--- src/rtl/univ_shift_reg.sv ---
`default_nettype none
// ============================================================================
// Module      : univ_shift_reg
// Description : Universal shift register (shift/rotate/load/clear) with
//               single-step and counted multi-step burst modes.
// Revision    : 1.0 - initial release
// ============================================================================
module univ_shift_reg #(
    parameter int WIDTH = 1,
    parameter int DEPTH = 4,
    parameter int AW    = $clog2(DEPTH + 1)
) (
    input  logic                   clk,
    input  logic                   rst,
    input  logic                   en,
    input  logic [2:0]             op,
    input  logic [WIDTH-1:0]       d,
    input  logic [DEPTH*WIDTH-1:0] pd,
    input  logic                   start,
    input  logic [AW-1:0]          amt,
    output logic [DEPTH*WIDTH-1:0] q,
    output logic [WIDTH-1:0]       so,
    output logic                   busy,
    output logic                   done
);

    localparam int DW = DEPTH * WIDTH;

    localparam logic [2:0] OP_HOLD  = 3'b000;
    localparam logic [2:0] OP_SHR   = 3'b001;
    localparam logic [2:0] OP_SHL   = 3'b010;
    localparam logic [2:0] OP_LOAD  = 3'b011;
    localparam logic [2:0] OP_ROTR  = 3'b100;
    localparam logic [2:0] OP_ROTL  = 3'b101;
    localparam logic [2:0] OP_CLEAR = 3'b110;

    typedef enum logic [0:0] {
        S_IDLE = 1'b0,
        S_RUN  = 1'b1
    } state_t;

    state_t          state_q;
    logic [2:0]      op_q;
    logic [AW-1:0]   cnt_q;
    logic [DW-1:0]   data_q;
    logic [WIDTH-1:0] so_q;
    logic            busy_q;
    logic            done_q;

    logic [2:0]      op_d;
    logic [DW-1:0]   data_d;
    logic [WIDTH-1:0] so_d;

    // The op applied this cycle: live input while idle, latched copy during a burst.
    always_comb begin
        op_d   = (state_q == S_RUN) ? op_q : op;
        data_d = data_q;
        so_d   = so_q;
        case (op_d)
            OP_HOLD: begin
                data_d = data_q;
            end
            OP_SHR: begin
                data_d = {d, data_q[DW-1:WIDTH]};
                so_d   = data_q[WIDTH-1:0];
            end
            OP_SHL: begin
                data_d = {data_q[DW-WIDTH-1:0], d};
                so_d   = data_q[DW-1 -: WIDTH];
            end
            OP_LOAD: begin
                data_d = pd;
            end
            OP_ROTR: begin
                data_d = {data_q[WIDTH-1:0], data_q[DW-1:WIDTH]};
                so_d   = data_q[WIDTH-1:0];
            end
            OP_ROTL: begin
                data_d = {data_q[DW-WIDTH-1:0], data_q[DW-1 -: WIDTH]};
                so_d   = data_q[DW-1 -: WIDTH];
            end
            OP_CLEAR: begin
                data_d = '0;
                so_d   = '0;
            end
            default: begin
                data_d = data_q;
            end
        endcase
    end

    always_ff @(posedge clk or posedge rst) begin
        if (rst) begin
            state_q <= S_IDLE;
            op_q    <= OP_HOLD;
            cnt_q   <= '0;
            data_q  <= '0;
            so_q    <= '0;
            busy_q  <= 1'b0;
            done_q  <= 1'b0;
        end else begin
            done_q <= 1'b0;
            case (state_q)
                S_IDLE: begin
                    if (start) begin
                        op_q <= op;
                        if (amt == '0) begin
                            cnt_q  <= '0;
                            done_q <= 1'b1;
                        end else begin
                            data_q <= data_d;
                            so_q   <= so_d;
                            cnt_q  <= amt - AW'(1);
                            if (amt == AW'(1)) begin
                                done_q <= 1'b1;
                            end else begin
                                state_q <= S_RUN;
                                busy_q  <= 1'b1;
                            end
                        end
                    end else if (en) begin
                        data_q <= data_d;
                        so_q   <= so_d;
                    end
                end
                S_RUN: begin
                    data_q <= data_d;
                    so_q   <= so_d;
                    cnt_q  <= cnt_q - AW'(1);
                    // Last step of the burst: leave RUN as done rises.
                    if (cnt_q == AW'(1)) begin
                        state_q <= S_IDLE;
                        busy_q  <= 1'b0;
                        done_q  <= 1'b1;
                    end
                end
                default: begin
                    state_q <= S_IDLE;
                    busy_q  <= 1'b0;
                end
            endcase
        end
    end

    assign q    = data_q;
    assign so   = so_q;
    assign busy = busy_q;
    assign done = done_q;

endmodule
`default_nettype wire

--- config.mk ---
export PLATFORM = sky130hd
export DESIGN_NAME = univ_shift_reg
export DESIGN_NICKNAME = d
export VERILOG_FILES = /design/src/rtl/univ_shift_reg.sv
export SDC_FILE = /design/constraint.sdc
export NUM_CORES = 1
export LEC_CHECK = 0
export ABC_AREA = 1
export CELL_PAD_IN_SITES_DETAIL_PLACEMENT = 1
export CELL_PAD_IN_SITES_GLOBAL_PLACEMENT = 1
export CORE_MARGIN = 5
export CORE_UTILIZATION = 35
export DETAILED_ROUTE_END_ITERATION = 8
export PLACE_DENSITY = 0.9
export SYNTH_ARGS = -nofsm -noshare
export SYNTH_HDL_FRONTEND = slang
export SYNTH_SLANG_ARGS = --single-unit
export TNS_END_PERCENT = 50
--- constraint.sdc ---
create_clock -name clk -period 1.77 [get_ports clk]
set_clock_uncertainty 0.05 [all_clocks]
set_input_delay 0.177 -clock clk [delete_from_list [all_inputs] [get_ports clk]]
set_output_delay 0.177 -clock clk [all_outputs]
set_load 0.1 [all_outputs]
Yosys cells after proc, flatten, opt, wreduce, memory -nomap -nowiden
Cells that the tools add are included.
- word-level logic and storage cells: 59
- bits of input ports: 15
- output and inout bits: 7
- register bits: 14
- add/sub/neg operators: 2
- reduce and logical (&&, ||, !) cells: 6
- equal/unequal tests: 14
- mux-type cells: 29
- bitwise operators: 1
- operators with widths (kind ; number):
    4-bit case mux with 6 select lines ; 1
    1-bit 2-to-1 mux ; 15
    4-bit 2-to-1 mux ; 3
    3-bit by 1-bit equality test with 1-bit output, second input constant ; 3
    3-bit equality test, second input constant ; 3
    3-bit 2-to-1 mux ; 3
    1-bit case mux with 2 select lines ; 4
    4-bit case mux with 2 select lines ; 1
    3-bit by 2-bit equality test with 1-bit output, second input constant ; 2
    2-bit inequality test, second input constant ; 3
    3-bit inequality test, second input constant ; 2
    3-bit case mux with 2 select lines ; 1
    3-bit by 1-bit subtractor with 3-bit output, second input constant ; 2
    2-bit AND reduction ; 2
    4-bit AND reduction ; 1
    2-bit OR reduction ; 2
    3-bit zero test ; 1
    1-bit case mux with 3 select lines ; 1
    2-bit by 1-bit inequality test with 1-bit output, second input constant ; 1
    1-bit NOT ; 1

Logic depth before layout (Yosys ltp)
- depth in word-level cells: 7
- depth in mapped cells: 11
- depth with buffers taken out: 10

Worst setup path after synthesis
Ideal clock, no wire load.
- kind: reg2reg
- start: reg data_q[3] (netlist: q[3])
- end: reg data_q[0] (netlist: q[0])
- data arrival time: 1.324 ns
- period minus slack after synthesis: 1.446 ns
- cell stages (with the launch flop): 5
- data required time: 1.648 ns
- library setup time: 0.072 ns
- buffers on the path: 0
- setup slack: 0.324 ns
- cells stage by stage: dfrtp_1 nand4_1 nand3_1 nor2_1 nor2_1
- cells in the longest elaborated chain, start to end: 4
- elaborated cells between the ends (all ways): 5
- classes of those cells: mux (5)
- ends and longest elaborated chain (item ; line ; text):
    start, declared ; 45 ; logic [DW-1:0] data_q;
    start signal, assigned ; 111 ; data_q <= data_d;
    start signal, assigned ; 122 ; data_q <= data_d;
    start signal, assigned ; 127 ; data_q <= data_d;
    4-bit case mux with 6 select lines (*) ; 59 ; case (op_d)
    4-bit 2-to-1 mux, on equally long branches ; 121, 107 ;
    4-bit 2-to-1 mux ; 105 ; if (start) begin
    4-bit case mux with 2 select lines (*) ; 103 ; case (state_q)
Every way passes the cells marked *; elsewhere a longest branch is shown, timed or not. The select of a mux whose other input is x is not followed.
A chain may end at the register's enable or synchronous reset.

Worst setup path in the final report
- start: reg state_q
- end: reg data_q[2] (netlist: q[2])
- cells in the longest elaborated chain, start to end: 6
- elaborated cells between the ends (all ways): 16
- classes of those cells: eq/ne (8); mux (6); bitwise (1); reduce/logical (1)
- ends and longest elaborated chain (item ; line ; text):
    start, declared ; 42 ; state_t state_q;
    start signal, assigned ; 94 ; state_q <= S_IDLE;
    start signal, assigned ; 117 ; state_q <= S_RUN;
    start signal, assigned ; 132 ; state_q <= S_IDLE;
    3-bit 2-to-1 mux ; 56 ; op_d = (state_q == S_RUN) ? op_q : op;
    3-bit equality test (tied with other cells) ; 59 ;
    4-bit case mux with 6 select lines ; 59 ;
    4-bit 2-to-1 mux, on equally long branches ; 121, 107 ;
    4-bit 2-to-1 mux ; 105 ;
    4-bit case mux with 2 select lines ; 103 ;
Several ways; a longest one is shown, not always the timed one. The select of a mux whose other input is x is not followed.

==> flow_summary.yaml <==
run_status:
  status: "finished clean"
route:
  wl_per_cell_um: 14.8
  final_antenna_net_count: 0
  num_vias: 991
  drt-vias-per-instance: 5.06
  drt_iter0_drc: 42
  routed_wirelength_um: 2910
  drc: 0
  firstDrtPassIters: 4
clock_tree:
  cts_buffers: 3
  hold_buffers: 0
  h-tree-depth: 1
  clock-sinks: 14
  clkSlewWorstSetupHoldPaths_ns: 0.10
  cts_tree: "built"
  cts.path.max_buffers: 2
  cts_root_buf: "clkbuf_4"
  clock_latency_ns: 0.29
place:
  dp_slack_ns: 0.0759
  port_buffers: 21
  routabilityCongestion: 0.850
  post_dp_cell_area_mm2: 0.00128
  placed_cells: 192
  dp.final_hpwl_um: 2360
timing:
  slew_headroom_pct: 61.0
  rsz0062_at_grt: "no"
  min_period_ns: 1.51
  fin_setup_tns_ns: 0
  finalHoldViolCount: 0
  fmax_ghz: 0.663
  drv_slew: 0
  fin_crit_sh_pct: 85.2
  worst_pin_slew_ns: 0.585
  fin_ws_ns: 0.261
  finalSetupViolCount: 0
grt:
  grt_pass1_wl_um: 5160
  antenna_found_initial: 0
  grtUsageTotal_pct: 15.5
  grt_pass1_vias: 1088
  gr-total-overflow: 0
  grt_max_degree: 15
yosys:
  syn_inst: 141
  synth_flop_cell: "dfrtp_1"
  synth_fp_nets: 158
  synth_edf_count: 0
  yosys_warnings: 0
  synth_seq_cells: 14
  synth.distinct_cells: 26
  synthesis.area_mm2: 0.00101
  seq_area_frac_synth_pct: 34.6
  synthArstFlopShare_pct: 100
  avgSynthCellArea_um2: 7.19
hold_path:
  hold_class: "primary input to asynchronous set/reset pin"
setup_path:
  crit_path_end_kind: "flop"
  cp_slowest_cell: "dfrtp_2"
  start_kind: "flop"
  crit_path_frequent_cell: "nand2_1"
  arrival_ns: 1.65
  crit_path_start: "state_q$_DFF_PP0_"
  crit_type: "flop to flop"
  cp.required_ns: 1.91
  slowest_delay_ns: 0.51
  cp_cell_sequence: "inv_8, nand2_4, nand2_8, inv_4, nand2_1, nand3_2, nand2_1, nand2_1, nor2_1, nor2_1"
  r2r_start: "state_q$_DFF_PP0_"
  cp_max_fo: 10
job:
  cap_violations: 0
die:
  rows: 19
  die_area_mm2: 0.00407
  io_pins: 22
  initial_core_util_pct: 36.8
  die_w_um: 63.8
  die_h_um: 63.8
  core-area_mm2: 0.00276
pwr:
  p_int_mw: 1.26
  p_comb_share_pct: 68.6
  netSwitchingFraction_pct: 57.6
  clkPwrFrac_pct: 8.2
  seq_power_share_pct: 23.2
  switching_power_mw: 1.71
  irDropWorstVdd_mv: 1.26
  powerDensity_mw_per_mm2: 2250
  p_leak_nw: 0.676
finish:
  drive_gt1_share_pct: 22.4
  filler_cell_count: 352
  final_cell_count_no_fill: 196
  syn2layout_area_growth_pct: 30.4
  postLayoutCellArea_mm2: 0.00132
  n_antenna_cell: 0
  nets: 183
  postLayoutCoreUtil_pct: 47.9
[Yosys cell counts (3+ instances only)]
library cell	n	area, µm²
nor2_1	15	56.3
nand3_1	8	40.0
nand4_1	3	18.8
nand2_2	7	43.8
inv_1	16	60.1
dfrtp_1	14	350
nor2_2	4	25.0
nand2_1	43	161
nand3_2	3	30.0
o21ai_0	6	30.0
nand2_4	4	45.0
[power by group through the flow]
stage	Clock (mW)	Sequential (mW)	Combinational, mW
final	0.245	0.690	2.04
after global routing	0.267	0.713	2.24
after CTS	0.246	0.685	2.06
after detailed placement	0	0.695	2.04
after global placement	0	0.676	1.94
after floorplan	0	1.13	1.03
[per-layer routing]
metal,global-route usage [%],up-vias,part of all wire [%]
met5,0,-,0
li1,-,489,-
met1,19.2,483,44
met2,27.9,14,52
met4,6.23,0,1.8
met3,0.876,5,2.1
[final timing paths]
| path | slack (ns) | endpoint | depth (start not counted) |
|---|---|---|---|
| min in group clk | 0.44 | busy$_DFFE_PP0P_ | 2 |
| worst min-delay path | 0.19 | q[0]$_DFFE_PP0P_ | 2 |
| worst max register to register | 0.26 | q[2]$_DFFE_PP0P_ | 10 |
| worst max-delay path | 0.26 | q[2]$_DFFE_PP0P_ | 10 |
| max in group asynchronous | 1.07 | state_q$_DFF_PP0_ | 2 |
| worst min register to register | 0.44 | busy$_DFFE_PP0P_ | 2 |
[cells in the final DEF (no fill, tap or decap), drive strengths merged]
master	instances
nand2	55
inv	20
nor2	20
clkdlybuf4s50	14
dfrtp	14
nand3	11
o21ai	8
buf	7
clkbuf	4
nand4	3
nor3	2
ha	2
o211ai	1
o221ai	1
xnor2	1
a21oi	1
and3	1
[area by class of cell]
type / instances / area [µm²] / area share, %
tap: 31 / 38.8 / 2.94
inverter: 20 / 85.1 / 6.44
timing repair buffer: 21 / 243 / 18.4
sequential: 14 / 352 / 26.6
multi-input combinational: 106 / 567 / 42.9
clock buffer: 4 / 36.3 / 2.75
[critical path: cells and delay by family, from the launching register on]
family                 cells  cell delay, ns
flip-flops                 1            0.51
AND/OR/NAND/NOR            8            0.66
buffers and inverters      2            0.17
[registers in the layout (all words and copies together) (netlist names)]
| register | flops |
|---|---|
| state_q | 1 |
| q | 4 |
| busy | 1 |
| op_q | 3 |
| so | 1 |
| done | 1 |
| cnt_q | 3 |
[what timing repair did]
item / 4_1_cts / 5_1_grt
endpoints found under the setup margin: 0 / 3
setup buffers: 0 / 0
resized for setup: 0 / 1
endpoints found under the hold margin: 0 / 0
[per-stage QoR]
stage / power [mW] / hold WS, ns
CTS: 2.99 / 0.219
finish: 2.97 / 0.187
global route: 3.22 / 0.244
floorplan: 2.16 / 0.0162
detailed placement: 2.74 / 0.423
global placement: 2.62 / 0.407
[cells by family after synthesis]
family	synth area share [%]
and+or+nand+nor	46.2
DFF	34.6
xor gates and xnor gates	0.864
buffers and inverters	9.51
AOI/OAI and AO/OA	6.42
adders and majority gates	2.47
No activity file was read; power rests on OpenSTA's default activity.
